File: src/rtl/game_pkg.sv
// Shared game definitions: state encodings driven by the game FSM and the
// screen constants also used by the VGA renderer.
package game_pkg;

  typedef enum logic [1:0] {
    ST_IDLE  = 2'b00,
    ST_RUN   = 2'b01,
    ST_PAUSE = 2'b10,
    ST_OVER  = 2'b11
  } game_state_e;

  localparam int SCREEN_WRAP_X  = 896;
  localparam int SCREEN_SPAWN_Y = 260;

  // Spawn x of channel ch: staggered by spacing and folded back into 0..wrap.
  function automatic int spawn_x(input int spawn, input int spacing,
                                 input int wrap, input int ch);
    return (spawn + ch * spacing) % (wrap + 1);
  endfunction

endpackage

File: src/rtl/tick_divider.sv
// Movement-rate divider: counts 0..DIV-1 while running and registers a
// one-cycle tick for the cycle after the terminal count. Holding run low
// freezes the phase; clear restarts it from zero.
module tick_divider #(
  parameter int DIV = 1048576
) (
  input  logic clk,
  input  logic rst_n,
  input  logic run,
  input  logic clear,
  output logic tick
);

  localparam int            CW   = (DIV > 1) ? $clog2(DIV) : 1;
  localparam logic [CW-1:0] LAST = CW'(DIV - 1);

  logic [CW-1:0] count_q, count_d;
  logic          tick_q, tick_d;

  // Next count and tick strobe; clear has priority over run.
  always_comb begin
    count_d = count_q;
    tick_d  = 1'b0;
    if (clear) begin
      count_d = '0;
    end else if (run) begin
      if (count_q == LAST) begin
        count_d = '0;
        tick_d  = 1'b1;
      end else begin
        count_d = count_q + CW'(1);
      end
    end
  end

  // Counter and tick flops.
  always_ff @(posedge clk or negedge rst_n) begin
    if (!rst_n) begin
      count_q <= '0;
      tick_q  <= 1'b0;
    end else begin
      count_q <= count_d;
      tick_q  <= tick_d;
    end
  end

  assign tick = tick_q;

endmodule

File: src/rtl/sprite_scroller.sv
// Multi-channel sprite scroller: moves NUM_CH sprites right-to-left once per
// movement tick, wraps each one back to WRAP_X with a one-cycle wrap pulse,
// and optionally bobs each sprite vertically as a triangle wave about SPAWN_Y.
module sprite_scroller
  import game_pkg::*;
#(
  parameter int NUM_CH    = 2,
  parameter int X_W       = 10,
  parameter int Y_W       = 10,
  parameter int DIV       = 1048576,
  parameter int STEP_X    = 2,
  parameter int SPAWN_X   = 800,
  parameter int SPACING_X = 320,
  parameter int SPAWN_Y   = SCREEN_SPAWN_Y,
  parameter int WRAP_X    = SCREEN_WRAP_X,
  parameter int BOB_AMP   = 16
) (
  input  logic                  clk,
  input  logic                  rst_n,
  input  logic [1:0]            state,
  input  logic [1:0]            speed_sel,
  input  logic [NUM_CH-1:0]     bob_en,
  output logic [NUM_CH*X_W-1:0] pos_x,
  output logic [NUM_CH*Y_W-1:0] pos_y,
  output logic [NUM_CH-1:0]     wrap_pulse,
  output logic                  tick
);

  localparam logic [Y_W-1:0] Y_SPAWN  = Y_W'(SPAWN_Y);
  localparam logic [Y_W-1:0] Y_LO     = Y_W'(SPAWN_Y - BOB_AMP);
  localparam logic [Y_W-1:0] Y_HI     = Y_W'(SPAWN_Y + BOB_AMP);
  localparam logic [Y_W-1:0] Y_LO_P1  = Y_W'(SPAWN_Y - BOB_AMP + 1);
  localparam logic [Y_W-1:0] Y_HI_M1  = Y_W'(SPAWN_Y + BOB_AMP - 1);
  localparam logic [X_W-1:0] X_WRAP   = X_W'(WRAP_X);

  game_state_e     st;
  logic            is_run;
  logic            is_idle;
  logic            move;
  logic [X_W+1:0]  step;

  assign st      = game_state_e'(state);
  assign is_run  = (st == ST_RUN);
  assign is_idle = (st == ST_IDLE);

  // The divider only advances in RUN and restarts whenever the game is not
  // playing; PAUSE leaves its phase untouched.
  tick_divider #(
    .DIV (DIV)
  ) u_div (
    .clk   (clk),
    .rst_n (rst_n),
    .run   (is_run),
    .clear (is_idle || (st == ST_OVER)),
    .tick  (tick)
  );

  // A registered tick only moves sprites if the state on that edge is RUN.
  assign move = tick && is_run;

  // Step grows with speed_sel; two extra bits so the largest step never overflows.
  assign step = (X_W+2)'(STEP_X) * ((X_W+2)'(speed_sel) + (X_W+2)'(1));

  for (genvar gi = 0; gi < NUM_CH; gi++) begin : g_ch
    localparam logic [X_W-1:0] X_SPAWN = X_W'(spawn_x(SPAWN_X, SPACING_X, WRAP_X, gi));

    logic [X_W-1:0] x_q, x_d;
    logic [Y_W-1:0] y_q, y_d;
    logic           down_q, down_d;
    logic           wrap_q, wrap_d;

    // Per-channel next state: respawn in IDLE, step/wrap and bob on a move.
    always_comb begin
      x_d    = x_q;
      y_d    = y_q;
      down_d = down_q;
      wrap_d = 1'b0;
      if (is_idle) begin
        x_d    = X_SPAWN;
        y_d    = Y_SPAWN;
        down_d = 1'b0;
      end else if (move) begin
        if ({2'b00, x_q} > step) begin
          x_d = x_q - step[X_W-1:0];
        end else begin
          x_d    = X_WRAP;
          wrap_d = 1'b1;
        end
        if (bob_en[gi]) begin
          if (!down_q) begin
            if (y_q > Y_LO)     y_d    = y_q - Y_W'(1);
            if (y_q <= Y_LO_P1) down_d = 1'b1;
          end else begin
            if (y_q < Y_HI)     y_d    = y_q + Y_W'(1);
            if (y_q >= Y_HI_M1) down_d = 1'b0;
          end
        end
      end
    end

    // Position, bob direction and wrap pulse flops.
    always_ff @(posedge clk or negedge rst_n) begin
      if (!rst_n) begin
        x_q    <= X_SPAWN;
        y_q    <= Y_SPAWN;
        down_q <= 1'b0;
        wrap_q <= 1'b0;
      end else begin
        x_q    <= x_d;
        y_q    <= y_d;
        down_q <= down_d;
        wrap_q <= wrap_d;
      end
    end

    assign pos_x[gi*X_W +: X_W] = x_q;
    assign pos_y[gi*Y_W +: Y_W] = y_q;
    assign wrap_pulse[gi]       = wrap_q;
  end

endmodule

File: config.mk
export PLATFORM = sky130hd
export DESIGN_NAME = sprite_scroller
export DESIGN_NICKNAME = d
export VERILOG_FILES = /design/src/rtl/game_pkg.sv /design/src/rtl/tick_divider.sv /design/src/rtl/sprite_scroller.sv
export SDC_FILE = /design/constraint.sdc
export NUM_CORES = 1
export LEC_CHECK = 0
export ABC_AREA = 1
export BUFFER_PORTS_ARGS = -buffer_cell sky130_fd_sc_hd__buf_2
export CORE_MARGIN = 8
export CORE_UTILIZATION = 55
export DETAILED_ROUTE_END_ITERATION = 7
export PLACE_DENSITY = 0.82
export SLEW_MARGIN = 5
export SYNTH_ARGS = -nofsm -noshare
export SYNTH_HDL_FRONTEND = slang
export SYNTH_SLANG_ARGS = --single-unit
File: constraint.sdc
create_clock -name clk -period 2.25 [get_ports clk]
set_input_delay 0 -clock clk [delete_from_list [all_inputs] [get_ports clk]]
set_output_delay 0 -clock clk [all_outputs]
set_load 0.05 [all_outputs]
==> flow_metrics.tcl <==
set metrics [dict create \
    grt_pass1_wl_um 20330 \
    synth-seq-cells 64 \
    vdd_drop_max_mv 0.4649 \
    nNetsFinal 791 \
    grt_max_degree 65 \
    status "complete, no violations" \
    hold_viol 0 \
    antenna_found_initial 0 \
    yosys_most_used_dff "dfrtp_1" \
    tightestPinTransition_ps 828.0 \
    layout-drive-gt1-share_pct 13.83 \
    drc 0 \
    setup_tns_ps 0 \
    skew_ps 10.00 \
    drv_cap 0 \
    die_y_um 109.0 \
    n_fill_cell 764 \
    dp_hpwl_um 8759 \
    cp-end-kind "flop" \
    syn-num-nets 734 \
    synth_edf_count 0 \
    worstPathCellList "inv_1 -> ha_1 -> nand2_1 -> nor2_1 -> nand3_1 -> nand3_1 -> nand2_1 -> nand2_1 -> o21ai_0" \
    first_pass_iters 6 \
    clkTransAtPathRegs_ps 80 \
    rows 34 \
    track_usage_pct 20.78 \
    fin_hold_ws_ps 4.334 \
    io_pins 51 \
    die_w_um 109.0 \
    cp_data_arrival_time_ps 2240 \
    postCtsSetupRepairBufs 0 \
    setup_viol 0 \
    slew_viol_final 0 \
    yosys_warnings 0 \
    globalplace.congestion 0.9969 \
    numCtsBuffers 9 \
    syn_inst 697 \
    wl_per_cell_um 13.59 \
    cp-start-kind "flop" \
    antenna_left 0 \
    start_util_pct 55.58 \
    die-area_um2 11870 \
    core-area_um2 8551 \
    viasPerCell 5.426 \
    path_class "flop to flop" \
    grt.overflow.total 0 \
    syn2layout_area_growth_pct 11.48 \
    yosysUniqueCellTypes 35 \
    async_flop_share_pct 100.0 \
    cts_tree "yes" \
    required_ps 2470 \
    drt_iter0_markers 268 \
    max_stage_delay_ps 510 \
    powerDensity_nw_per_um2 680.5 \
    clock_latency_ps 350 \
    regArea_um2 1619 \
    vias 4704 \
    cts_root_buffer "clkbuf_8" \
    rsz0062_at_grt "no" \
    htreeDepth 3 \
    syn_avg_cell_area_um2 6.818 \
    min_path_cells 4 \
    fin_crit_ps 2011 \
    reg2reg_depth 9 \
    antenna_cells 0 \
    leakagePower_nw 2.824 \
    clk_path_buf_depth 2 \
    hold_path.class "input port to flop" \
    wl_um 11780 \
    slowest_stage "dfrtp_1" \
    max_freq_mhz 497.3 \
    multi_input_area_um2 2706 \
    cts_num_sinks 64 \
    cp_max_fo 10 \
    relSlewSlack_pct 44.80 \
    grt_pass1_vias 4489 \
    synth_area_um2 4752 \
    ys_seq_area_share_pct 34.07 \
    cp_common_cell "nand2_1" \
    io_buffers 49 \
    min_period_over_period_pct 89.36 \
]
cell usage in the layout, fill, tap and decap left out, types with 2 or more instances in the layout:
cell and count:
a21oi_1 23, buf_2 49, buf_4 6, clkbuf_8 9, clkinv_2 2, clkinvlp_4 4, dfrtp_1 50, dfstp_2 14
fa_1 2, ha_1 27, inv_1 93, inv_2 3, nand2_1 209, nand2_2 6, nand3_1 67, nand3_2 2
nand4_1 24, nor2_1 81, nor2_2 2, nor2_4 3, nor3_1 8, nor4_1 2, o21ai_0 27, o21bai_1 4
or2_2 3, xnor2_1 8, xor2_1 20
worst paths after layout:
check / from / to / slack (ps)
max: g_ch[0].down_q / g_ch[0].y_q[9] / 240
min: bob_en[0] / g_ch[0].down_q / 4
max reg2reg: g_ch[0].down_q / g_ch[0].y_q[9] / 240
min reg2reg: g_ch[1].y_q[8] / g_ch[1].y_q[8] / 510
max in group asynchronous: rst_n / g_ch[0].y_q[0] / 1340
min in group asynchronous: rst_n / g_ch[1].y_q[5] / 370
through the flow:
| step | utilization (%) | instance area, µm² | worst slack [ps] | cells | total power, W |
|---|---|---|---|---|---|
| 2_1_floorplan | - | 4752 | 276.1 | 697 | 0.002407 |
| 3_3_place_gp | 59.82 | 5115 | 284.7 | 850 | 0.002672 |
| 3_5_place_dp | 59.82 | 5115 | 266.4 | 850 | 0.002712 |
| 4_1_cts | 61.95 | 5298 | 260.8 | 867 | 0.003610 |
| 5_1_grt | 61.95 | 5298 | 37.59 | 867 | 0.003853 |
| 6_report | 61.95 | 5298 | 239.3 | 867 | 0.003605 |
per-layer routing:
layer	vias up	GRT usage (%)	routed length, µm
li1	2348	-	-
met1	2198	26.78	5278
met2	137	34.45	5619
met3	21	3.073	683
met4	0	7.918	199
met5	-	0	0
power by group:
group | internal [W] | leakage (nW) | switching, W
Clock | 0.000396 | 0.0772 | 0.000492
Sequential | 0.00124 | 0.840 | 0.0000951
Combinational | 0.000456 | 1.91 | 0.000925
Total | 0.00209 | 2.82 | 0.00151
logic make-up (layout without fill, tap and decap cells):
logic type / after synthesis / in the layout / synth area share, %
buf+inv: 107 / 169 / 8.978
compound gates: 56 / 56 / 6.161
xor+xnor: 28 / 28 / 5.161
flops: 64 / 64 / 34.07
simple gates: 412 / 412 / 37.60
fa+ha+maj: 29 / 29 / 7.952
other cells: 1 / 1 / 0.07891
flip-flops by register name, indices dropped and copies added (netlist names):
name / cells
u_div.tick: 1
g_ch.down_q: 2
g_ch.wrap_q: 2
g_ch.x_q: 19
u_div.count_q: 20
g_ch.y_q: 20
layout make-up:
class                           instances  area share, %
Multi-Input combinational cell        526          51.09
Sequential cell                        64          30.56
Inverter                               97          6.873
Timing Repair Buffer                   56          5.668
Tap cell                              108          2.551
Clock buffer                            9          2.338
Clock inverter                          7         0.9211
critical path, delay by kind of cell (launching register included):
| kind | cells | cell delay (ps) |
|---|---|---|
| flops | 1 | 510 |
| buf+inv | 1 | 250 |
| compound gates | 1 | 70 |
| simple gates | 6 | 630 |
| fa+ha+maj | 1 | 440 |
synth_stat cells (3+ instances only):
cell / n / area share [%]
nand2_2: 6 / 0.79
dfrtp_1: 50 / 26
inv_2: 3 / 0.24
o21ai_0: 27 / 2.8
xnor2_1: 8 / 1.5
or2_2: 3 / 0.39
dfstp_2: 14 / 7.7
nor2_4: 3 / 0.71
buf_4: 4 / 0.63
nand4_1: 24 / 3.2
nand3_1: 67 / 7.1
nand2_1: 209 / 17
o21bai_1: 4 / 0.63
nor2_1: 81 / 6.4
nor3_1: 8 / 0.84
inv_1: 93 / 7.3
a21oi_1: 23 / 2.4
ha_1: 27 / 7.1
xor2_1: 20 / 3.7
clkbuf_1: 3 / 0.24
timing repair:
action | 4_1_cts | 5_1_grt
hold buffers | 1 | 0
endpoints found under the hold margin | 50 | 0
setup endpoints to repair | 0 | 0
resized for setup | 0 | 0
(Power assumes the default switching activity.)
